### src/rtl/onchip_memory_arbiter_pkg.sv
// Shared constants for the two-master on-chip RAM arbiter.
package onchip_arb_pkg;

    localparam int ADDR_W_DEF = 16;
    localparam int DATA_W_DEF = 32;
    localparam int DEPTH_DEF  = 40000;

    localparam int M0 = 0;
    localparam int M1 = 1;

    localparam logic [31:0] BAD_READ_VAL_DEF = 32'h0000_0000;

endpackage

### src/rtl/onchip_memory_arbiter_if.sv
// Avalon-MM pipelined master port with fixed read latency 1.
interface onchip_memory_arbiter_if
    import onchip_arb_pkg::*;
#(
    parameter int ADDR_W = ADDR_W_DEF,
    parameter int DATA_W = DATA_W_DEF
);

    logic [ADDR_W-1:0]   address;
    logic                read;
    logic                write;
    logic [DATA_W/8-1:0] byteenable;
    logic [DATA_W-1:0]   writedata;
    logic                waitrequest;
    logic [DATA_W-1:0]   readdata;
    logic                readdatavalid;

    modport master (
        output address, read, write, byteenable, writedata,
        input  waitrequest, readdata, readdatavalid
    );

    modport slave (
        input  address, read, write, byteenable, writedata,
        output waitrequest, readdata, readdatavalid
    );

endinterface

### src/rtl/onchip_memory_arbiter_rr_arbiter2.sv
// Two-way round-robin grant logic; no grant at all while in reset.
module rr_arbiter2
    import onchip_arb_pkg::*;
(
    input  logic [1:0] req,
    input  logic       last_grant,
    input  logic       reset_n,
    output logic [1:0] gnt
);

    // A lone requester always wins; on a tie the master that did not win last time wins.
    always_comb begin
        gnt = 2'b00;
        if (reset_n) begin
            if (req == 2'b11) begin
                if (last_grant) begin
                    gnt[M0] = 1'b1;
                end else begin
                    gnt[M1] = 1'b1;
                end
            end else begin
                gnt = req;
            end
        end
    end

endmodule

### src/rtl/onchip_memory_arbiter.sv
// Shares one single-port RAM between two Avalon-MM masters with round-robin
// fairness, range checking and a sticky first-error record.
module onchip_memory_arbiter
    import onchip_arb_pkg::*;
#(
    parameter int ADDR_W = ADDR_W_DEF,
    parameter int DATA_W = DATA_W_DEF,
    parameter int DEPTH  = DEPTH_DEF,
    parameter logic [DATA_W-1:0] BAD_READ_VAL = DATA_W'(BAD_READ_VAL_DEF)
) (
    input  logic                  clk,
    input  logic                  reset_n,
    onchip_memory_arbiter_if.slave m0,
    onchip_memory_arbiter_if.slave m1,
    output logic [ADDR_W-1:0]     mem_address,
    output logic [DATA_W/8-1:0]   mem_byteenable,
    output logic                  mem_chipselect,
    output logic                  mem_write,
    output logic [DATA_W-1:0]     mem_writedata,
    output logic                  mem_clken,
    input  logic [DATA_W-1:0]     mem_readdata,
    output logic                  err_flag,
    output logic [ADDR_W-1:0]     err_addr,
    input  logic                  err_clear
);

    logic [1:0]          req;
    logic [1:0]          gnt;
    logic                last_grant;
    logic [1:0]          rd_pend;
    logic                rd_oor;
    logic                any_gnt;
    logic                sel;
    logic [ADDR_W-1:0]   sel_addr;
    logic [DATA_W/8-1:0] sel_be;
    logic [DATA_W-1:0]   sel_wdata;
    logic                sel_read;
    logic                sel_write;
    logic                in_range;
    logic                rd_accept;
    logic                new_err;
    logic [DATA_W-1:0]   rsp_data;

    assign req[M0] = m0.read | m0.write;
    assign req[M1] = m1.read | m1.write;

    rr_arbiter2 u_arb (
        .req        (req),
        .last_grant (last_grant),
        .reset_n    (reset_n),
        .gnt        (gnt)
    );

    assign any_gnt = |gnt;
    assign sel     = gnt[M1];

    assign m0.waitrequest = req[M0] & ~gnt[M0];
    assign m1.waitrequest = req[M1] & ~gnt[M1];

    // Route the granted master onto the RAM side; master 0 is parked there when idle.
    always_comb begin
        sel_addr  = m0.address;
        sel_be    = m0.byteenable;
        sel_wdata = m0.writedata;
        sel_read  = m0.read;
        sel_write = m0.write;
        if (sel) begin
            sel_addr  = m1.address;
            sel_be    = m1.byteenable;
            sel_wdata = m1.writedata;
            sel_read  = m1.read;
            sel_write = m1.write;
        end
    end

    assign in_range  = (32'(sel_addr) < DEPTH);
    assign rd_accept = any_gnt & sel_read & ~sel_write;
    assign new_err   = any_gnt & (~in_range | (sel_read & sel_write));

    assign mem_address    = sel_addr;
    assign mem_byteenable = sel_be;
    assign mem_writedata  = sel_wdata;
    assign mem_chipselect = any_gnt & in_range;
    assign mem_write      = any_gnt & sel_write & in_range;
    assign mem_clken      = reset_n;

    assign rsp_data         = rd_oor ? BAD_READ_VAL : mem_readdata;
    assign m0.readdata      = rsp_data;
    assign m1.readdata      = rsp_data;
    assign m0.readdatavalid = rd_pend[M0];
    assign m1.readdatavalid = rd_pend[M1];

    // Remember the last winner and which master owes a read response next cycle.
    always_ff @(posedge clk or negedge reset_n) begin
        if (!reset_n) begin
            last_grant <= 1'b1;
            rd_pend    <= 2'b00;
            rd_oor     <= 1'b0;
        end else begin
            if (any_gnt) begin
                last_grant <= sel;
            end
            rd_pend <= rd_accept ? gnt : 2'b00;
            rd_oor  <= rd_accept & ~in_range;
        end
    end

    // Sticky error record: first error address is kept, a clear beats a same-cycle error.
    always_ff @(posedge clk or negedge reset_n) begin
        if (!reset_n) begin
            err_flag <= 1'b0;
            err_addr <= '0;
        end else if (err_clear) begin
            err_flag <= 1'b0;
            err_addr <= '0;
        end else if (new_err && !err_flag) begin
            err_flag <= 1'b1;
            err_addr <= sel_addr;
        end
    end

endmodule
### src/flat_wrapper.sv
// flat-port wrapper written by rule: the top's interface ports become plain ports
module onchip_memory_arbiter_flat import onchip_arb_pkg::*;
#(
    parameter int ADDR_W = ADDR_W_DEF,
    parameter int DATA_W = DATA_W_DEF,
    parameter int DEPTH  = DEPTH_DEF,
    parameter logic [DATA_W-1:0] BAD_READ_VAL = DATA_W'(BAD_READ_VAL_DEF)
)
  (clk, reset_n, mem_address, mem_byteenable, mem_chipselect, mem_write, mem_writedata, mem_clken, mem_readdata, err_flag, err_addr, err_clear, m0_address, m0_read, m0_write, m0_byteenable, m0_writedata, m0_waitrequest, m0_readdata, m0_readdatavalid, m1_address, m1_read, m1_write, m1_byteenable, m1_writedata, m1_waitrequest, m1_readdata, m1_readdatavalid);
  onchip_memory_arbiter_if #(.ADDR_W(ADDR_W), .DATA_W(DATA_W)) m0_i ();
  onchip_memory_arbiter_if #(.ADDR_W(ADDR_W), .DATA_W(DATA_W)) m1_i ();
  input  logic clk;
  input  logic reset_n;
  output logic [ADDR_W-1:0] mem_address;
  output logic [DATA_W/8-1:0] mem_byteenable;
  output logic mem_chipselect;
  output logic mem_write;
  output logic [DATA_W-1:0] mem_writedata;
  output logic mem_clken;
  input  logic [DATA_W-1:0] mem_readdata;
  output logic err_flag;
  output logic [ADDR_W-1:0] err_addr;
  input  logic err_clear;
  input wire logic [$bits(m0_i.address)-1:0] m0_address;
  input wire logic [$bits(m0_i.read)-1:0] m0_read;
  input wire logic [$bits(m0_i.write)-1:0] m0_write;
  input wire logic [$bits(m0_i.byteenable)-1:0] m0_byteenable;
  input wire logic [$bits(m0_i.writedata)-1:0] m0_writedata;
  output wire logic [$bits(m0_i.waitrequest)-1:0] m0_waitrequest;
  output wire logic [$bits(m0_i.readdata)-1:0] m0_readdata;
  output wire logic [$bits(m0_i.readdatavalid)-1:0] m0_readdatavalid;
  input wire logic [$bits(m1_i.address)-1:0] m1_address;
  input wire logic [$bits(m1_i.read)-1:0] m1_read;
  input wire logic [$bits(m1_i.write)-1:0] m1_write;
  input wire logic [$bits(m1_i.byteenable)-1:0] m1_byteenable;
  input wire logic [$bits(m1_i.writedata)-1:0] m1_writedata;
  output wire logic [$bits(m1_i.waitrequest)-1:0] m1_waitrequest;
  output wire logic [$bits(m1_i.readdata)-1:0] m1_readdata;
  output wire logic [$bits(m1_i.readdatavalid)-1:0] m1_readdatavalid;
  assign m0_i.address = m0_address;
  assign m0_i.read = m0_read;
  assign m0_i.write = m0_write;
  assign m0_i.byteenable = m0_byteenable;
  assign m0_i.writedata = m0_writedata;
  assign m0_waitrequest = m0_i.waitrequest;
  assign m0_readdata = m0_i.readdata;
  assign m0_readdatavalid = m0_i.readdatavalid;
  assign m1_i.address = m1_address;
  assign m1_i.read = m1_read;
  assign m1_i.write = m1_write;
  assign m1_i.byteenable = m1_byteenable;
  assign m1_i.writedata = m1_writedata;
  assign m1_waitrequest = m1_i.waitrequest;
  assign m1_readdata = m1_i.readdata;
  assign m1_readdatavalid = m1_i.readdatavalid;
  onchip_memory_arbiter #(.ADDR_W(ADDR_W), .DATA_W(DATA_W), .DEPTH(DEPTH), .BAD_READ_VAL(BAD_READ_VAL)) u_core (.clk(clk), .reset_n(reset_n), .m0(m0_i), .m1(m1_i), .mem_address(mem_address), .mem_byteenable(mem_byteenable), .mem_chipselect(mem_chipselect), .mem_write(mem_write), .mem_writedata(mem_writedata), .mem_clken(mem_clken), .mem_readdata(mem_readdata), .err_flag(err_flag), .err_addr(err_addr), .err_clear(err_clear));
endmodule
### config.mk
export PLATFORM = sky130hd
export DESIGN_NAME = onchip_memory_arbiter_flat
export DESIGN_NICKNAME = d
export VERILOG_FILES = /design/src/rtl/onchip_memory_arbiter_pkg.sv /design/src/rtl/onchip_memory_arbiter_if.sv /design/src/rtl/onchip_memory_arbiter_rr_arbiter2.sv /design/src/rtl/onchip_memory_arbiter.sv /design/src/flat_wrapper.sv
export SDC_FILE = /design/constraint.sdc
export NUM_CORES = 1
export LEC_CHECK = 0
export CAP_MARGIN = 20
export CELL_PAD_IN_SITES_DETAIL_PLACEMENT = 0
export CELL_PAD_IN_SITES_GLOBAL_PLACEMENT = 1
export CORE_MARGIN = 10
export CORE_UTILIZATION = 17
export CTS_CLUSTER_DIAMETER = 60
export CTS_CLUSTER_SIZE = 20
export DETAILED_ROUTE_END_ITERATION = 10
export PLACE_DENSITY_LB_ADDON = 0.05
export RECOVER_POWER = 50
export SLEW_MARGIN = 20
export SYNTH_ARGS = -nofsm -noshare
export SYNTH_HDL_FRONTEND = slang
export SYNTH_SLANG_ARGS = --single-unit
### constraint.sdc
create_clock -name clk -period 5.7 [get_ports clk]
set_input_delay 1.425 -clock clk [delete_from_list [all_inputs] [get_ports clk]]
set_output_delay 1.425 -clock clk [all_outputs]
set_load 0.05 [all_outputs]
* After elaboration in Yosys (flattened, before gate mapping)
Cells that the tools add are included.
** Word-level totals
- Output and inout bits :: 140
- Word-level logic and storage cells :: 43
- Input bits :: 143
- Flip-flop bits (word level) :: 21
** Operators by class
- Reductions and logical operators :: 4
- Eq/ne operators :: 1
- Multiplexer cells :: 15
- $lt $le $gt $ge :: 1
- Bitwise operators :: 17
** Operators with widths (number)
- 2-to-1 mux 32 bit :: 2
- 2-to-1 mux 16 bit :: 3
- less-than comparator 16 bit, second input constant :: 1
- AND 1 bit :: 10
- 2-to-1 mux 1 bit :: 6
- 2-to-1 mux 2 bit :: 3
- 2-to-1 mux 4 bit :: 1
- inverter 1 bit :: 4
- OR 1 bit :: 3
- == test 2 bit, second input constant :: 1
- nonzero test 2 bit :: 1
- OR reduction 2 bit :: 1
- logical AND 1 bit :: 1
- zero test 1 bit :: 1

* Longest topological paths before layout
Gate-level depths: netlist (run 1).
- Word-level depth :: 12
- Gate-level depth with buffers :: 8
- Gate-level depth less buffers :: 5

* Modules after synthesis
Synthesis (run 1) repeated with hierarchy kept, for this count alone.
** Second synthesis, totals
- Cells, all modules :: 233
- Area, all modules :: 2243.4 um^2
** Modules (own cells, without submodules)
- onchip_memory_arbiter :: seq. area each 526.8 um^2, times used 1, cells each 228, area an instance 2222.1 um^2
- rr_arbiter2 :: seq. area each 0.0 um^2, times used 1, cells each 5, area an instance 21.3 um^2

* Worst setup path before layout (run 1)
Ideal clock, no wire load.
- Kind :: input port to output port
- Start :: input m0_write
- End :: output mem_write
- Cell stages on the path :: 7
- Slack :: 0.842 ns
- Arrival :: 3.433 ns
- Cells stage by stage :: buf_6 -> o21ai_4 -> nand3b_4 -> a32o_1 -> buf_6 -> buf_6 -> nor3_1
** Between the ends
- Longest elaborated chain between the ends :: 7
- Elaborated cells between the ends (all ways) :: 10
- Those cells by class :: order compare: 1; eq/ne: 1; mux: 4; bitwise: 3; reduce/logical: 1
** RTL lines
- start, declared :: line flat_wrapper.sv:26 : input wire logic [$bits(m0_i.write)-1:0] m0_write;
- OR 1 bit :: line onchip_memory_arbiter.sv:44 : assign req[M0] = m0.read | m0.write;
- == test 2 bit :: line onchip_memory_arbiter_rr_arbiter2.sv:15 : if (req == 2'b11) begin
- 2-to-1 mux 2 bit :: line onchip_memory_arbiter_rr_arbiter2.sv:15
- 2-to-1 mux 2 bit :: line onchip_memory_arbiter_rr_arbiter2.sv:14 : if (reset_n) begin
- 2-to-1 mux 16 bit, or another cell as far along :: line onchip_memory_arbiter.sv:67 : if (sel) begin
- less-than comparator 16 bit or AND 1 bit (tied branches) :: line onchip_memory_arbiter.sv:76, onchip_memory_arbiter.sv:84
- AND 1 bit (*) :: line onchip_memory_arbiter.sv:84 : assign mem_write = any_gnt & sel_write & in_range;
- end, declared :: line flat_wrapper.sv:17 : output logic mem_write;
Mark *: on every way between the ends. The rest lies on a longest branch, timed or not.

* Worst setup path in the final report (run 1)
- Start :: input reset_n
- End :: output mem_write
** Between the ends
- Longest elaborated chain between the ends :: 4
- Elaborated cells between the ends (all ways) :: 7
- Those cells by class :: order compare: 1; mux: 3; bitwise: 2; reduce/logical: 1
** RTL lines
- start, declared :: line flat_wrapper.sv:13 : input logic reset_n;
- 2-to-1 mux 2 bit (*) :: line onchip_memory_arbiter_rr_arbiter2.sv:14
- 2-to-1 mux 16 bit, or another cell as far along :: line onchip_memory_arbiter.sv:67
- less-than comparator 16 bit or AND 1 bit (tied branches) :: line onchip_memory_arbiter.sv:76, onchip_memory_arbiter.sv:84
- AND 1 bit (*) :: line onchip_memory_arbiter.sv:84
Marked as above.

==> run summary, run 1 <==
outcome = finished clean
GRT busiest layer = met2
WS Path Type = input port to output pin
Mapped Cells = 244
post-route clock period utilization = 86.8%
crit-path cells = dlygate4sd3_1, clkbuf_1, and4b_1, a32o_1, nor3_1, buf_12
Worst-Skew Late Latency = 250 ps
Routed Antenna Nets = 0
Max Slew Vio Count = 0
Slew headroom = 22.6%
cell area after synthesis = 2210 sq um
CTS Sinks = 21
arrival time worst endpoint = 3520 ps
total number of vias = 2704
global-route usage over all layers = 13.8%
mux contribution to synthesized area = 27.1%
Reg clk slew, reported paths = 60 ps
number of global-route vias before repair = 2915
initial antenna violation count = 1
Yosys cell types = 35
xor/xnor share of the synthesized area = 0%
first-pass GRT wire length = 19.3 mm
P_leak = 2.25 nW
CP startpoint kind = input port
share of the synthesized area in the top cell type = 26.0%
post-synthesis adder-cell area fraction = 0%
Root Buffer = clkbuf_16
Avg Vias per Cell = 4.10
Synth Area in Compound Gates = 15.7%
GR Overflow Total = 0
drt pass-1 iters = 4
CTS Buf Count = 3
dominant cells by area after synthesis = mux2_2 (26%), dfrtp_1 (23%), buf_4 (12%)
Filler Cells Inserted = 1266
post-synthesis simple-gate area fraction = 17.3%
H-tree depth = 1
Core Rows = 41
GRT met1 Usage = 14.2%
CP max-delay cell = dlygate4sd3_1
synth cell count leaders = mux2_2 (51), buf_4 (34), nor2b_1 (32)
DIE AREA = 18000 sq um
Core Region = 12700 sq um
Slew @ Worst Pin = 1160 ps
Clock Skews = 1.41 ps
initial core utilization = 17.5%
met2 Use GR = 26.6%
YS warnings = 0
top-count cell post-synth = mux2_2
Hold-fix buffers, CTS = 0
share of cells above drive strength 1 = 24.1%
dpl cell area = 5470 sq um
Remaining DRCs = 0
CTS tree = yes
WL final = 13.5 mm
Wirelength per Cell = 20.5 microns
Syn Area/Cell = 9.07 sq um
FMAX = 0.202 GHz
nets = 630
largest fanout on the critical path = 14
post-route minimum period = 4950 ps
Critical Path RT = 4280 ps
Post-CTS Resized = 0
largest family of logic cells by synthesized area = multiplexers
RSZ-0062 raised after global routing = false
Yosys top cell by area = mux2_2
setup TNS = 0 ps
final setup fails = 0
worst vdd ir = 0.106 mV
largest net degree at the start of global routing = 39
EDFF count, synth = 0
1st-iter DRT viols = 57
Die Ht = 134 microns
Die Width = 134 microns
sequential area share after synthesis = 23.8%
crit end category = output pin
met3 usage = 5.04%
final instance area = 5510 sq um
Hold/Removal Path Class = flip-flop to flip-flop
Buffers on Ports = 282
pwr dens = 205 nW/um^2
max cap viols = 0
Syn Nets = 387
Area Growth Syn to Fin = 149%
slowest stage delay, CP = 620 ps
Final Wtd Congestion = 0.756
CTS max path bufs = 2
Ports = 283
Seq cells post-synth = 21
Most used DFF post-synth = dfrtp_1
post-DP HPWL = 12.0 mm
setup bufs post-CTS = 0
ys async rst share = 100%
final hold viol count = 0
[power by group]
group | switching, mW | total [mW] | internal, mW
clock | 0.0582 | 0.153 | 0.0944
sequential | 0.0103 | 0.172 | 0.161
combinational | 0.453 | 0.804 | 0.351
total | 0.521 | 1.13 | 0.607
[stage by stage]
step	utilization [%]	total power, mW	hold slack (ps)	setup WS, ps	cells
3_5_place_dp	43.2	1.00	487	774	654
5_1_grt	43.5	1.17	514	530	659
3_3_place_gp	43.2	1.00	477	807	654
6_report	43.5	1.13	497	752	659
2_1_floorplan	-	0.626	474	842	244
4_1_cts	43.8	1.16	500	747	658
[layout make-up]
| class | instances | area [sq um] | share of cell area (%) |
|---|---|---|---|
| multi-input cells | 172 | 1310 | 23.7 |
| well taps | 172 | 215 | 3.90 |
| clock buffers | 3 | 75.1 | 1.36 |
| repair buffers | 287 | 3370 | 61.2 |
| clock inverters | 1 | 5.00 | 0.0908 |
| inverters | 2 | 7.51 | 0.136 |
| flip-flops and latches | 21 | 527 | 9.56 |
| diodes | 1 | 2.50 | 0.0454 |
[cell usage in the layout (no fill, tap or decap), types with 3 or more instances in the layout]
master           synthesis  layout
nor2_1                   6       6
buf_12                   0      54
o21a_1                   3       3
clkbuf_1                 4       6
o21ai_0                 17      21
dlygate4sd3_1            0      47
nand2_1                 20      20
nor2b_1                 32      32
mux2_2                  51      51
clkbuf_16                0       3
dfrtp_1                 20      20
clkdlybuf4s50_1          0     178
o211ai_1                15      15
a21oi_1                  3       4
[cell families after synthesis]
kind of cell | Yosys count
flops | 21
buf+inv | 51
simple gates | 69
compound gates | 50
mux | 53
[worst paths after layout]
path                              startpoint            endpoint  slack [ps]  depth (start not counted)
setup / recovery                     reset_n           mem_write         750                          6
hold reg to reg            u_core.last_grant   u_core.last_grant         500                          2
setup reg to reg           u_core.last_grant  u_core.err_addr[1]        2980                          6
max in group asynchronous            reset_n  u_core.err_addr[2]        3220                          2
min in group asynchronous            reset_n  u_core.err_addr[3]        1850                          2
hold / removal             u_core.last_grant   u_core.last_grant         500                          2
[worst max-delay path: cells and delay by family]
family          cells  cell delay [ps]
buf+inv             3             1140
simple gates        2              690
compound gates      1              250
[state kept, by name, summed over array words and instances, names as in the netlist]
name	flops
u_core.err_addr	16
u_core.err_flag	1
u_core.rd_pend	2
u_core.last_grant	1
u_core.rd_oor	1
[routing by layer]
layer / routed length (microns) / vias up / share of wire, %
met5: 0 / - / 0
met4: 99 / 0 / 0.73
met3: 1270 / 6 / 9.4
met2: 7030 / 157 / 52
met1: 5140 / 1218 / 38
li1: - / 1323 / -
No activity file was read; power rests on OpenSTA's default activity.
==> run 2: changes to the inputs <==
--- a/config.mk
+++ b/config.mk
@@ -6,7 +6,7 @@
 export NUM_CORES = 1
 export LEC_CHECK = 0
 export CAP_MARGIN = 20
-export CELL_PAD_IN_SITES_DETAIL_PLACEMENT = 0
+export CELL_PAD_IN_SITES_DETAIL_PLACEMENT = 1
 export CELL_PAD_IN_SITES_GLOBAL_PLACEMENT = 1
 export CORE_MARGIN = 10
 export CORE_UTILIZATION = 17
@@ -14,8 +14,8 @@
 export CTS_CLUSTER_SIZE = 20
 export DETAILED_ROUTE_END_ITERATION = 10
 export PLACE_DENSITY_LB_ADDON = 0.05
-export RECOVER_POWER = 50
 export SLEW_MARGIN = 20
 export SYNTH_ARGS = -nofsm -noshare
 export SYNTH_HDL_FRONTEND = slang
 export SYNTH_SLANG_ARGS = --single-unit
+export TNS_END_PERCENT = 100
==> run 2 against run 1 <==
  * Design area up 0.68%
  * Hold slack better by 2.5 ps
  * Sequential power about the same
  * Wire length up 7.7%
  * Non-clock buffer count unchanged
  * Clock power about the same
  * Total power up 1.8%
  * Final cell count down 0.15%
  * Core utilization up 0.30 points
  * Flip-flop and latch count unchanged
  * Combinational power up 2%
  * Largest cell class unchanged
  * Largest power group unchanged
==> run summary, run 2 (synthesized netlist as in run 1, its figures left out) <==
final setup fails = 0 (unchanged)
Final Wtd Congestion = 0.756 (unchanged)
Net Sw Power = 0.527 mW (was 0.521 mW)
Root Buffer = clkbuf_16 (unchanged)
Avg Vias per Cell = 4.22 (was 4.10)
antenna diode count = 0 (was 1)
Critical Path RT = 4280 ps (about the same)
initial antenna violation count = 0 (was 1)
Slew headroom = 34.9% (was 22.6%)
crit end category = output pin (unchanged)
Remaining DRCs = 0 (unchanged)
sequential group share of total power = 15.0% (was 15.2%)
max reg flops = 16 (unchanged)
Hold-fix buffers, CTS = 0 (unchanged)
post-DP HPWL = 13.0 mm (was 12.0 mm)
area of the multi-input gates = 1330 sq um (was 1310 sq um)
combinational power share = 71.8% (was 71.3%)
GR Overflow Total = 0 (unchanged)
drt pass-1 iters = 4 (unchanged)
non-filler cells, final = 658 (was 659)
max cap viols = 0 (unchanged)
Core Region = 12700 sq um (unchanged)
nets = 630 (unchanged)
arrival time worst endpoint = 3540 ps (was 3520 ps)
Clock Skews = 2.01 ps (was 1.41 ps)
placed insts = 654 (unchanged)
1st-iter DRT viols = 85 (was 57)
Die Width = 134 microns (unchanged)
outcome = finished clean (unchanged)
CP startpoint kind = input port (unchanged)
CTS max path bufs = 2 (unchanged)
CTS tree = yes (unchanged)
Wirelength per Cell = 22.2 microns (was 20.5 microns)
WL final = 14.6 mm (was 13.5 mm)
CTS Buf Count = 3 (unchanged)
first-pass GRT wire length = 21.0 mm (was 19.3 mm)
largest fanout on the critical path = 23 (was 14)
Largest regs = u_core.err_addr: 16 flops, u_core.rd_pend: 2 flops (unchanged)
Buffers on Ports = 282 (unchanged)
post-route minimum period = 4970 ps (was 4950 ps)
Routed Antenna Nets = 0 (unchanged)
RSZ-0062 raised after global routing = false (unchanged)
DIE AREA = 18000 sq um (unchanged)
number of global-route vias before repair = 3057 (was 2915)
CTS Sinks = 21 (unchanged)
worst vdd ir = 0.0971 mV (was 0.106 mV)
global-route usage over all layers = 15.1% (was 13.8%)
Area Growth Syn to Fin = 151% (was 149%)
total number of vias = 2777 (was 2704)
Core Rows = 41 (unchanged)
largest net degree at the start of global routing = 39 (unchanged)
Die Ht = 134 microns (unchanged)
register area = 527 sq um (unchanged)
Ports = 283 (unchanged)
P_leak = 2.21 nW (was 2.25 nW)
Slew @ Worst Pin = 976 ps (was 1160 ps)
Reg clk slew, reported paths = 60 ps (about the same)
Clock power frac = 13.2% (was 13.5%)
share of cells above drive strength 1 = 25.5% (was 24.1%)
Post-CTS Resized = 0 (unchanged)
Filler Cells Inserted = 1432 (was 1266)
final hold viol count = 0 (unchanged)
Max Slew Vio Count = 0 (unchanged)
WS Path Type = input port to output pin (unchanged)
setup bufs post-CTS = 0 (unchanged)
Pint = 0.621 mW (was 0.607 mW)
Biggest register = u_core.err_addr (unchanged)
most common cell after layout, fill and taps aside = clkdlybuf4s50_1 (unchanged)
initial core utilization = 17.5% (unchanged)
Worst-Skew Late Latency = 250 ps (about the same)
most frequent cells in the layout = clkdlybuf4s50_1 (225), buf_12 (54), mux2_2 (51) (was clkdlybuf4s50_1 (178), buf_12 (54), mux2_2 (51))
post-route clock period utilization = 87.1% (was 86.8%)
setup TNS = 0 ps (unchanged)
Hold/Removal Path Class = flip-flop to flip-flop (unchanged)
Switching Fraction = 45.9% (was 46.2%)
H-tree depth = 1 (unchanged)
FMAX = 0.201 GHz (was 0.202 GHz)
pwr dens = 207 nW/um^2 (was 205 nW/um^2)
-- run 2: cell count changes in the layout (fill, tap and decap cells not counted), sizes merged --
cell / change
clkinv: -1
diode: -1
buf: +6
clkdlybuf4s50: +47
clkbuf: -5
dlygate4sd3: -47
-- run 2: final timing paths --
kind / start / end / slack (ps) / cells past startpoint
setup / recovery: m0_write / mem_write / 730 / 6
max in group asynchronous: reset_n / u_core.last_grant / 3800 / 2
hold / removal: u_core.err_addr[15] / u_core.err_addr[15] / 500 / 1
setup reg to reg: u_core.last_grant / u_core.err_addr[13] / 3490 / 6
hold reg to reg: u_core.err_addr[15] / u_core.err_addr[15] / 500 / 1
min in group asynchronous: reset_n / u_core.err_addr[3] / 1670 / 2
-- run 2: power groups by stage --
| stage | sequential [mW] | clock, mW | combinational (mW) |
|---|---|---|---|
| floorplan | 0.206 | 0 | 0.419 |
| global placement | 0.175 | 0 | 0.829 |
| detailed placement | 0.175 | 0 | 0.834 |
| CTS | 0.173 | 0.156 | 0.836 |
| global route | 0.175 | 0.160 | 0.859 |
| finish | 0.172 | 0.152 | 0.824 |
-- run 2: area by class of cell --
cell class / instances / area share, %
Timing Repair Buffer: 287 / 61.1
Clock buffer: 4 / 1.42
Sequential cell: 21 / 9.49
Tap cell: 172 / 3.88
Multi-Input combinational cell: 172 / 23.9
Inverter: 2 / 0.135
-- run 2: through the flow --
stage	setup WS, ps	power (mW)	hold WS, ps	util [%]	instance area, sq um
6_report	734	1.15	500	43.8	5550
5_1_grt	575	1.19	533	43.8	5550
4_1_cts	702	1.16	505	43.8	5550
3_5_place_dp	718	1.01	487	43.2	5470
3_3_place_gp	807	1.00	477	43.2	5470
2_1_floorplan	842	0.626	474	-	2210
-- run 2: layer usage --
metal / vias up / part of all wire (%) / track usage (%)
li1: 1309 / - / -
met3: 8 / 9.8 / 5.75
met5: - / 0 / 0
met4: 0 / 0.93 / 2.30
met1: 1301 / 37 / 15.8
met2: 159 / 52 / 28.3
-- run 2: worst max-delay path, cell delays in order --
cell             delay [ps]
clkdlybuf4s50_1         600
o21ai_4                 270
nand3b_4                300
a32o_1                  390
nor3_1                  360
buf_12                  190
